<file path="config.mk">
export PLATFORM = sky130hd
export DESIGN_NAME = debounce_sync
export DESIGN_NICKNAME = d
export VERILOG_FILES = /design/src/rtl/debounce_sync.sv
export SDC_FILE = /design/constraint.sdc
export NUM_CORES = 1
export LEC_CHECK = 0
export ABC_AREA = 1
export ABC_CLOCK_PERIOD_IN_PS = 1400
export CORE_ASPECT_RATIO = 1.2
export CORE_MARGIN = 8
export CORE_UTILIZATION = 50
export CTS_CLUSTER_DIAMETER = 40
export DETAILED_ROUTE_END_ITERATION = 7
export GPL_TIMING_DRIVEN = 0
export HOLD_SLACK_MARGIN = 0.03
export PLACE_DENSITY = 0.84
export REMOVE_ABC_BUFFERS = 1
export SLEW_MARGIN = 20
export SYNTH_ARGS = -nofsm -noshare
export SYNTH_HDL_FRONTEND = slang
export SYNTH_SLANG_ARGS = --single-unit
</file>
<file path="constraint.sdc">
create_clock -name clock -period 1.4 [get_ports clock]
set_input_delay 0.14 -clock clock [delete_from_list [all_inputs] [get_ports clock]]
set_output_delay 0.14 -clock clock [all_outputs]
set_load 0.01 [all_outputs]
</file>
<file path="src/rtl/debounce_sync.sv">
// debounce_sync: 2-flop synchronizer, debounce FSM with stability counter, edge pulses and bounce counter
module debounce_sync #(
    parameter int DEBOUNCE_CYCLES = 4,
    parameter int CNT_W = $clog2(DEBOUNCE_CYCLES)
) (
    input  logic       clock,
    input  logic       reset,
    input  logic       d_raw,
    output logic       d_clean,
    output logic       rise_pulse,
    output logic       fall_pulse,
    output logic       busy,
    output logic [7:0] bounce_count
);
    typedef enum logic [1:0] {STABLE_LO, WAIT_HI, STABLE_HI, WAIT_LO} state_t;
    localparam logic [CNT_W-1:0] CNT_MAX = CNT_W'(DEBOUNCE_CYCLES - 1);
    logic s1_q, s2_q;
    state_t state_q, state_d;
    logic [CNT_W-1:0] cnt_q, cnt_d;
    logic d_clean_q, d_clean_d, rise_q, rise_d, fall_q, fall_d, busy_q, busy_d, abort;
    logic [7:0] bounce_q, bounce_d;
    // two-stage synchronizer; s2_q is the only view of d_raw the FSM gets
    always_ff @(posedge clock) begin
        s1_q <= reset ? 1'b0 : d_raw;
        s2_q <= reset ? 1'b0 : s1_q;
    end
    // next-state logic: WAIT states count consecutive samples at the new level
    always_comb begin
        state_d   = state_q;
        cnt_d     = '0;
        d_clean_d = d_clean_q;
        rise_d    = 1'b0;
        fall_d    = 1'b0;
        abort     = 1'b0;
        case (state_q)
            STABLE_LO: begin
                state_d = s2_q ? WAIT_HI : STABLE_LO;
                cnt_d   = s2_q ? CNT_W'(1) : '0;
            end
            WAIT_HI: begin
                if (!s2_q) begin
                    state_d = STABLE_LO;
                    abort   = 1'b1;
                end else if (cnt_q == CNT_MAX) begin
                    state_d   = STABLE_HI;
                    d_clean_d = 1'b1;
                    rise_d    = 1'b1;
                end else begin
                    cnt_d = cnt_q + 1'b1;
                end
            end
            STABLE_HI: begin
                state_d = s2_q ? STABLE_HI : WAIT_LO;
                cnt_d   = s2_q ? '0 : CNT_W'(1);
            end
            WAIT_LO: begin
                if (s2_q) begin
                    state_d = STABLE_HI;
                    abort   = 1'b1;
                end else if (cnt_q == CNT_MAX) begin
                    state_d   = STABLE_LO;
                    d_clean_d = 1'b0;
                    fall_d    = 1'b1;
                end else begin
                    cnt_d = cnt_q + 1'b1;
                end
            end
            default: begin
                state_d   = STABLE_LO;
                d_clean_d = 1'b0;
            end
        endcase
        busy_d   = (state_d == WAIT_HI) || (state_d == WAIT_LO);
        bounce_d = (abort && bounce_q != 8'hFF) ? bounce_q + 8'd1 : bounce_q;
    end
    // FSM and output registers; reset overrides any transition and suppresses pulses
    always_ff @(posedge clock) begin
        if (reset) begin
            state_q   <= STABLE_LO;
            cnt_q     <= '0;
            d_clean_q <= 1'b0;
            rise_q    <= 1'b0;
            fall_q    <= 1'b0;
            busy_q    <= 1'b0;
            bounce_q  <= 8'd0;
        end else begin
            state_q   <= state_d;
            cnt_q     <= cnt_d;
            d_clean_q <= d_clean_d;
            rise_q    <= rise_d;
            fall_q    <= fall_d;
            busy_q    <= busy_d;
            bounce_q  <= bounce_d;
        end
    end
    assign d_clean      = d_clean_q;
    assign rise_pulse   = rise_q;
    assign fall_pulse   = fall_q;
    assign busy         = busy_q;
    assign bounce_count = bounce_q;
endmodule

</file>
==> impl_metrics.ini, run 1 <==
[status]
outcome = complete, no violations

[die]
ios = 15
dieArea_sq_um = 3270
die_w_um = 53.5
core.rowCount = 16
start_util = 0.527
die_h_um = 61.0
core_area_sq_um = 1600

[drt]
drc = 0
num_vias = 750
viasPerCell = 5.07
ant_nets = 0
drt_iter0_drc = 16
wire_per_inst_um = 11.3
wl_um = 1670
drt-pass1-iter-count = 4

[hold_path]
worstHoldPathCells = 3
holdPathEnd = s1_q
hold_start = d_raw
hold_class = in -> reg

[clock_network]
numClockSinks = 18
cts.htree.levels = 1
cts_tree = yes
cts_buffers = 3
cts_hold_buf = 0
clk_latency_ns = 0.30
clk_path_buf_depth = 2
cts-root-buf = clkbuf_4
clkTransAtPathRegs_ns = 0.10

[worst_setup_path]
crit_arrival_ns = 1.22
r2r_cells = 8
critPathBufInv = 1
slowest_stage = clkdlybuf4s50_1
worstPathMaxFanout = 6
critPathLaunchType = flop
end_kind = output pin
cp_top_family = buffers and inverters
cp_slowest_stage_delay_ns = 0.54
r2r_start = bounce_count[0]
cp_cell_sequence = clkdlybuf4s50_1
r2r_slack_ns = 0.15
worstPathRequired_ns = 1.26
worstSetupPathType = reg -> out
r2r-end = bounce_count[3]

[logic_synthesis]
ys_ff_latch = 18
yosysMostFrequentCell = nand2_1
yosysSeqAreaShare = 0.427
avgSynthCellArea_sq_um = 7.41
ys_top_cells_by_area = dfxtp_1 (43%), nand2_1 (12%), nor2_1 (7.1%)
synth_top_area_share = 0.427
synth_area_leader_cell = dfxtp_1
syn_area_sq_um = 845
yosysWarningCount = 0
synth_cell_type_count = 21
synthArstFlopShare = 0
synth_cells = 114
ys.flop_type = dfxtp_1
synth_edf_count = 0
synthTopCellsByCount = nand2_1 (27), dfxtp_1 (18), nor2_1 (16)

[grt]
grt_max_degree = 11
grt_pass1_vias = 696
antenna_found_initial = 0
grtUsageTotal = 0.117
globalRouteOverflowTotal = 0
grt_pass1_wl_um = 2840

[power_and_ir_drop]
power_density_nw_per_um2 = 833
leakagePower_nw = 0.461
ir_worst_vdd_mv = 0.597

[timing]
tns_ns = 0
drv_slew = 0
relSlewSlack = 0.703
finalHoldViolations = 0
setup_slack_ns = 0.0412
fmax_mhz = 736
fin_crit_ns = 1.36
rsz0062_at_grt = false
worst_pin_slew_ns = 0.444
fin_crit_sh = 0.971
clock_skew_ns = 0.00183
finalSetupViolCount = 0

[finish]
final_layout_size_suffix_gt1_frac = 0.185
area_growth_pct = 25.9
antennaDiodeCount = 0
final_core_util = 0.664
nets = 137
final_cell_area_sq_um = 1060
fill_cells = 141

[placement]
placed_area_sq_um = 995
gp_congestion = 0.794
pre_cts_ws_ns = -0.132
hpwlAfterDp_um = 1250
port_buffers = 14

[run]
drv_cap = 0
==> what timing repair did <==
| item | in CTS | in global routing |
|---|---|---|
| pin swaps | 0 | 1 |
| setup buffers | 0 | 0 |
| cloned | 0 | 0 |
| endpoints found under the setup margin | 7 | 11 |
| gates resized for setup | 8 | 10 |
| endpoints found under the hold margin | 0 | 0 |
==> report_power, final <==
part / internal, W / switching, W / total (W)
Sequential: 0.000514 / 0.00000761 / 0.000522
Combinational: 0.0000173 / 0.0000245 / 0.0000419
Clock: 0.000159 / 0.000163 / 0.000322
==> cells in the final DEF, fill, tap and decap left out, drive strengths merged <==
cell type,instances
nand2,31
nor2,18
dfxtp,18
inv,13
nand3,10
a21oi,9
clkdlybuf4s50,8
o21ai,4
clkbuf,4
dlygate4sd2,3
dlymetal6s2s,3
ha,3
nand4,2
xor2,2
xnor2,1
o21a,1
==> worst max-delay path by stage <==
stage / cells past startpoint / endpoint / slack, ns / start
after floorplan: 8 / bounce_count[0] / 0.12 / bounce_count[1]
after global placement: 4 / state_q[0] / -0.11 / reset
after detailed placement: 4 / busy / -0.13 / reset
after CTS: 1 / bounce_count[4] / 0.01 / bounce_count[4]
after global routing: 1 / bounce_count[5] / 0.005 / bounce_count[5]
final: 1 / bounce_count[5] / 0.04 / bounce_count[5]
==> logic make-up after synthesis <==
kind of cell | synth area share
xor+xnor | 0.0311
compound gates | 0.104
simple gates | 0.321
flops | 0.427
buf+inv | 0.0726
fa+ha+maj | 0.0444
==> final cells by class <==
| type | instances | area (sq um) | area share |
|---|---|---|---|
| multi-input combinational | 81 | 435 | 0.409 |
| sequential | 18 | 377 | 0.354 |
| timing repair buffer | 14 | 144 | 0.135 |
| inverter | 13 | 48.8 | 0.0459 |
| clock buffer | 4 | 36.3 | 0.0341 |
| tap | 18 | 22.5 | 0.0212 |
==> layer usage <==
metal | vias up | global-route usage | part of all wire
met3 | 7 | 0.0217 | 0.044
met5 | - | 0 | 0
li1 | 392 | - | -
met1 | 333 | 0.129 | 0.44
met4 | 0 | 0.0866 | 0.036
met2 | 18 | 0.193 | 0.48
==> stage by stage <==
step	std cells	hold WS (ns)	total power, W
after global placement	144	0.389	0.000578
after detailed placement	144	0.398	0.000580
after CTS	148	0.342	0.000895
after floorplan	112	0.202	0.000558
final	148	0.342	0.000886
after global routing	148	0.357	0.000923
==> worst min-delay path, cell delays in order <==
cell,delay [ns]
clkdlybuf4s50_1,0.39
inv_1,0.05
nor2_1,0.03
==> sequential cells by signal (all words and copies together), names as in the netlist <==
| register | flops |
|---|---|
| bounce_count | 8 |
| cnt_q | 2 |
| state_q | 2 |
| busy | 1 |
| d_clean | 1 |
| fall_pulse | 1 |
| rise_pulse | 1 |
| s1_q | 1 |
| s2_q | 1 |
Power figures use the tool's default switching activity.
==> run 2: changes to the inputs <==
--- a/config.mk
+++ b/config.mk
@@ -9,12 +9,14 @@
 export ABC_CLOCK_PERIOD_IN_PS = 1400
 export CORE_ASPECT_RATIO = 1.2
 export CORE_MARGIN = 8
-export CORE_UTILIZATION = 50
+export CORE_UTILIZATION = 53
 export CTS_CLUSTER_DIAMETER = 40
+export CTS_CLUSTER_SIZE = 12
 export DETAILED_ROUTE_END_ITERATION = 7
+export DONT_BUFFER_PORTS = 1
 export GPL_TIMING_DRIVEN = 0
 export HOLD_SLACK_MARGIN = 0.03
-export PLACE_DENSITY = 0.84
+export PLACE_DENSITY = 0.76
 export REMOVE_ABC_BUFFERS = 1
 export SLEW_MARGIN = 20
 export SYNTH_ARGS = -nofsm -noshare
==> impl_metrics.ini, run 2 (same netlist as run 1, synthesis figures left out) <==
[status]
outcome = complete, no violations

[worst_setup_path]
crit_arrival_ns = 1.43
worstSetupPathType = reg -> reg
worstPathRequired_ns = 1.58
critPathLaunchType = flop
r2r_start = bounce_count[0]
r2r_slack_ns = 0.14
end_kind = flop
worstPathMaxFanout = 7
r2r_cells = 8
r2r-end = bounce_count[4]

[clock_network]
clkTransAtPathRegs_ns = 0.10
clk_latency_ns = 0.29
cts_buffers = 3
numClockSinks = 18
clk_path_buf_depth = 2
cts.htree.levels = 1
cts_tree = yes
cts-root-buf = clkbuf_4

[power_and_ir_drop]
switchingPower_w = 0.000189
clkPwrFrac = 0.361
seqPwrFrac = 0.600
internal-power_w = 0.000688
swShare = 0.215
ir_worst_vdd_mv = 0.555
power_density_nw_per_um2 = 939
leakagePower_nw = 0.349
comb_power_share = 0.039

[finish]
antennaDiodeCount = 0
final_common_cell = nand2_1
layout_common_cells = nand2_1 (27), dfxtp_1 (16), nor2_1 (15)
final_layout_size_suffix_gt1_frac = 0.169
nets = 125
largest_reg_flops = 8
final_core_util = 0.598
area_growth_pct = 10.5

[timing]
fmax_mhz = 797
relSlewSlack = 0.731
finalHoldViolations = 0
drv_slew = 0
clock_skew_ns = 0.00450
fin_crit_sh = 0.897
fin_crit_ns = 1.26
fin_hold_ws_ns = 0.0968
setup_slack_ns = 0.145
rsz0062_at_grt = false
finalSetupViolCount = 0
worst_pin_slew_ns = 0.402
tns_ns = 0

[hold_path]
hold_class = in -> reg
worstHoldPathCells = 3
holdPathEnd = d_clean
hold_start = reset

[drt]
viasPerCell = 5.03
wl_um = 1540
ant_nets = 0
wire_per_inst_um = 11.3
drt-pass1-iter-count = 5
num_vias = 684
drc = 0
drt_iter0_drc = 15

[grt]
globalRouteOverflowTotal = 0
grt_pass1_wl_um = 2560
antenna_found_initial = 0
grt_max_degree = 11
grtUsageTotal = 0.109
grt_pass1_vias = 621

[placement]
gp_congestion = 0.756
hpwlAfterDp_um = 1120
pre_cts_ws_ns = -0.0226
port_buffers = 0

[run]
drv_cap = 0

[die]
core.rowCount = 16
dieArea_sq_um = 3130
die_w_um = 52.4
die_h_um = 59.7
start_util = 0.541
ios = 15
core_area_sq_um = 1560
## run 2: how the worst max path moves through the flow
| stage | start | endpoint | slack, ns | depth (start not counted) |
|---|---|---|---|---|
| detailed placement | bounce_count[0] | bounce_count[0] | -0.02 | 8 |
| global route | bounce_count[2] | bounce_count[1] | 0.01 | 7 |
| floorplan | bounce_count[1] | bounce_count[0] | 0.12 | 8 |
| finish | bounce_count[0] | bounce_count[4] | 0.14 | 8 |
| global placement | bounce_count[0] | bounce_count[0] | -0.003 | 8 |
| CTS | bounce_count[0] | bounce_count[4] | 0.03 | 8 |
## run 2: routing by layer
metal	share of wire	vias up	global-route usage
li1	-	370	-
met1	0.44	288	0.128
met2	0.43	20	0.148
met3	0.091	6	0.0473
met4	0.036	0	0.0889
met5	0	-	0
## run 2: power groups by stage
stage / registers (W) / clock network, W / logic (W)
detailed placement: 0.000539 / 0 / 0.0000247
CTS: 0.000528 / 0.000334 / 0.0000336
finish: 0.000526 / 0.000316 / 0.0000345
floorplan: 0.000538 / 0 / 0.0000202
global route: 0.000528 / 0.000353 / 0.0000401
global placement: 0.000539 / 0 / 0.0000239
## run 2: critical path, cell delays in order, from the launching register on
cell,delay (ns)
dfxtp_4,0.41
ha_4,0.15
inv_1,0.06
nor2_4,0.12
nand2_2,0.09
nand2_4,0.10
inv_2,0.07
nand2_1,0.08
a21oi_2,0.04
## run 2: per-stage QoR
stage                     instance area [sq um]  power [W]  instances
after global routing                        933   0.000920        136
after global placement                      855   0.000563        130
final                                       933   0.000877        136
after CTS                                   913   0.000895        136
after floorplan                             832   0.000558        112
after detailed placement                    855   0.000564        130
## run 2: cell type report
class	count	area [sq um]
Multi-Input combinational cell	81	438
Clock buffer	4	36.3
Fill cell	139	628
Sequential cell	18	368
Timing Repair Buffer	2	20.0
Tap cell	18	22.5
Inverter	13	48.8
## run 2: timing repair
action	CTS	global route
endpoints found under the setup margin	6	6
gates resized for setup	2	5
buffers inserted	0	0
hold buffers	2	0
hold endpoints to repair	8	0
==> run 3: changes to the inputs <==
--- a/config.mk
+++ b/config.mk
@@ -6,7 +6,7 @@
 export NUM_CORES = 1
 export LEC_CHECK = 0
 export ABC_AREA = 1
-export ABC_CLOCK_PERIOD_IN_PS = 1400
+export ABC_CLOCK_PERIOD_IN_PS = 1350
 export CORE_ASPECT_RATIO = 1.2
 export CORE_MARGIN = 8
 export CORE_UTILIZATION = 53
==> constraint.sdc (replaced) <==
create_clock -name clock -period 1.35 [get_ports clock]
set_input_delay 0.135 -clock clock [delete_from_list [all_inputs] [get_ports clock]]
set_output_delay 0.135 -clock clock [all_outputs]
set_load 0.01 [all_outputs]
==> impl_metrics.ini, run 3 (same netlist as run 1, synthesis figures left out) <==
[drt]
drt-pass1-iter-count = 5
viasPerCell = 5.16
drt_iter0_drc = 21
ant_nets = 0
num_vias = 707
wire_per_inst_um = 11.8
drc = 0
wl_um = 1620

[clock_network]
cts_setup_buffers = 0
clk_path_buf_depth = 2
cts_tree = yes
clk_latency_ns = 0.29
numClockSinks = 18
clkTransAtPathRegs_ns = 0.10
cts.htree.levels = 1
cts_buffers = 3
cts-root-buf = clkbuf_4

[finish]
final_common_cell = nand2_1
largest_reg_flops = 8
fill_cells = 143
nets = 126
antennaDiodeCount = 0
area_growth_pct = 12.4
final_layout_size_suffix_gt1_frac = 0.185
layout_common_cells = nand2_1 (27), dfxtp_1 (15), nor2_1 (14)

[die]
core.rowCount = 16
die_h_um = 59.7
ios = 15
dieArea_sq_um = 3130
core_area_sq_um = 1560
start_util = 0.541
die_w_um = 52.4

[timing]
fmax_mhz = 793
rsz0062_at_grt = false
fin_crit_ns = 1.26
finalSetupViolCount = 0
finalHoldViolations = 0
setup_slack_ns = 0.0897
relSlewSlack = 0.789
tns_ns = 0
drv_slew = 0
clock_skew_ns = 0.00523
fin_crit_sh = 0.934
worst_pin_slew_ns = 0.315

[worst_setup_path]
r2r_cells = 8
worstPathRequired_ns = 1.53
worstPathMaxFanout = 7
r2r_start = bounce_count[0]
slowest_stage = dfxtp_4
worstSetupPathType = reg -> reg
critPathLaunchType = flop
cp_cell_sequence = ha_4 -> inv_1 -> nor2_4 -> nand2_2 -> nand2_4 -> inv_4 -> nand2_1 -> a21oi_2
end_kind = flop
crit_arrival_ns = 1.44
r2r_slack_ns = 0.09
r2r-end = bounce_count[4]
cp_slowest_stage_delay_ns = 0.41

[status]
outcome = complete, no violations

[hold_path]
hold_class = in -> reg
worstHoldPathCells = 3
hold_start = reset
holdPathEnd = d_clean

[power_and_ir_drop]
power_density_nw_per_um2 = 963
leakagePower_nw = 0.357
fin_total_pwr_w = 0.000914
ir_worst_vdd_mv = 0.574

[placement]
port_buffers = 0
hpwlAfterDp_um = 1120
gp_congestion = 0.756
pre_cts_ws_ns = -0.0726

[run]
drv_cap = 0

[grt]
grtUsageTotal = 0.108
grt_pass1_vias = 628
globalRouteOverflowTotal = 0
antenna_found_initial = 0
grt_max_degree = 11
grt_pass1_wl_um = 2550
run 3: cell types whose count changed in the layout (fill, tap and decap cells not counted):
cell | before | now
inv_2 | 2 | 1
nor2_2 | 2 | 3
dlygate4sd3_1 | 2 | 3
dfxtp_1 | 16 | 15
dfxtp_2 | 0 | 1
nor2_1 | 15 | 14
inv_4 | 0 | 1
run 3: layout make-up:
| type | count | area, sq um | area share |
|---|---|---|---|
| Multi-Input combinational cell | 81 | 440 | 0.464 |
| Clock buffer | 4 | 36.3 | 0.0382 |
| Sequential cell | 18 | 369 | 0.389 |
| Inverter | 13 | 51.3 | 0.0540 |
| Tap cell | 18 | 22.5 | 0.0237 |
| Timing Repair Buffer | 3 | 30.0 | 0.0316 |
run 3: per-stage QoR:
stage	utilization	std cells	cell area (sq um)	hold WS [ns]
after floorplan	-	112	832	0.197
after global placement	0.547	130	855	0.199
after detailed placement	0.547	130	855	0.200
after CTS	0.585	136	913	-0.129
after global routing	0.608	137	950	0.105
final	0.608	137	950	0.0932
run 3: what timing repair did:
| action | in CTS | in global routing |
|---|---|---|
| resized for setup | 2 | 8 |
| endpoints found under the hold margin | 8 | 6 |
| endpoints found under the setup margin | 6 | 6 |
| gates cloned | 0 | 0 |
| hold buffers | 2 | 1 |
run 3: where the power goes:
part | switching [W] | internal, W | total [W]
clock | 0.000166 | 0.000164 | 0.000330
combinational | 0.0000229 | 0.0000154 | 0.0000383
sequential | 0.0000101 | 0.000536 | 0.000546
total | 0.000199 | 0.000715 | 0.000914
run 3: how the worst max path moves through the flow:
stage                            to  cells after the start             from
finish              bounce_count[4]                      8  bounce_count[0]
global route        bounce_count[7]                      8  bounce_count[0]
CTS                 bounce_count[0]                      8  bounce_count[0]
detailed placement  bounce_count[0]                      8  bounce_count[0]
global placement    bounce_count[0]                      8  bounce_count[0]
floorplan           bounce_count[0]                      8  bounce_count[1]
run 3: layer usage:
layer,global-route usage,vias to the layer above,part of all wire
met5,0,-,0
met1,0.129,314,0.44
met3,0.0398,4,0.070
li1,-,374,-
met2,0.149,15,0.47
met4,0.0852,0,0.025
run 3: worst max-delay path, delay by kind of cell (launching register included):
family | cells | cell delay, ns
DFF | 1 | 0.41
buffers and inverters | 2 | 0.13
AOI/OAI and AO/OA | 1 | 0.04
and+or+nand+nor | 4 | 0.41
adders and majority gates | 1 | 0.15
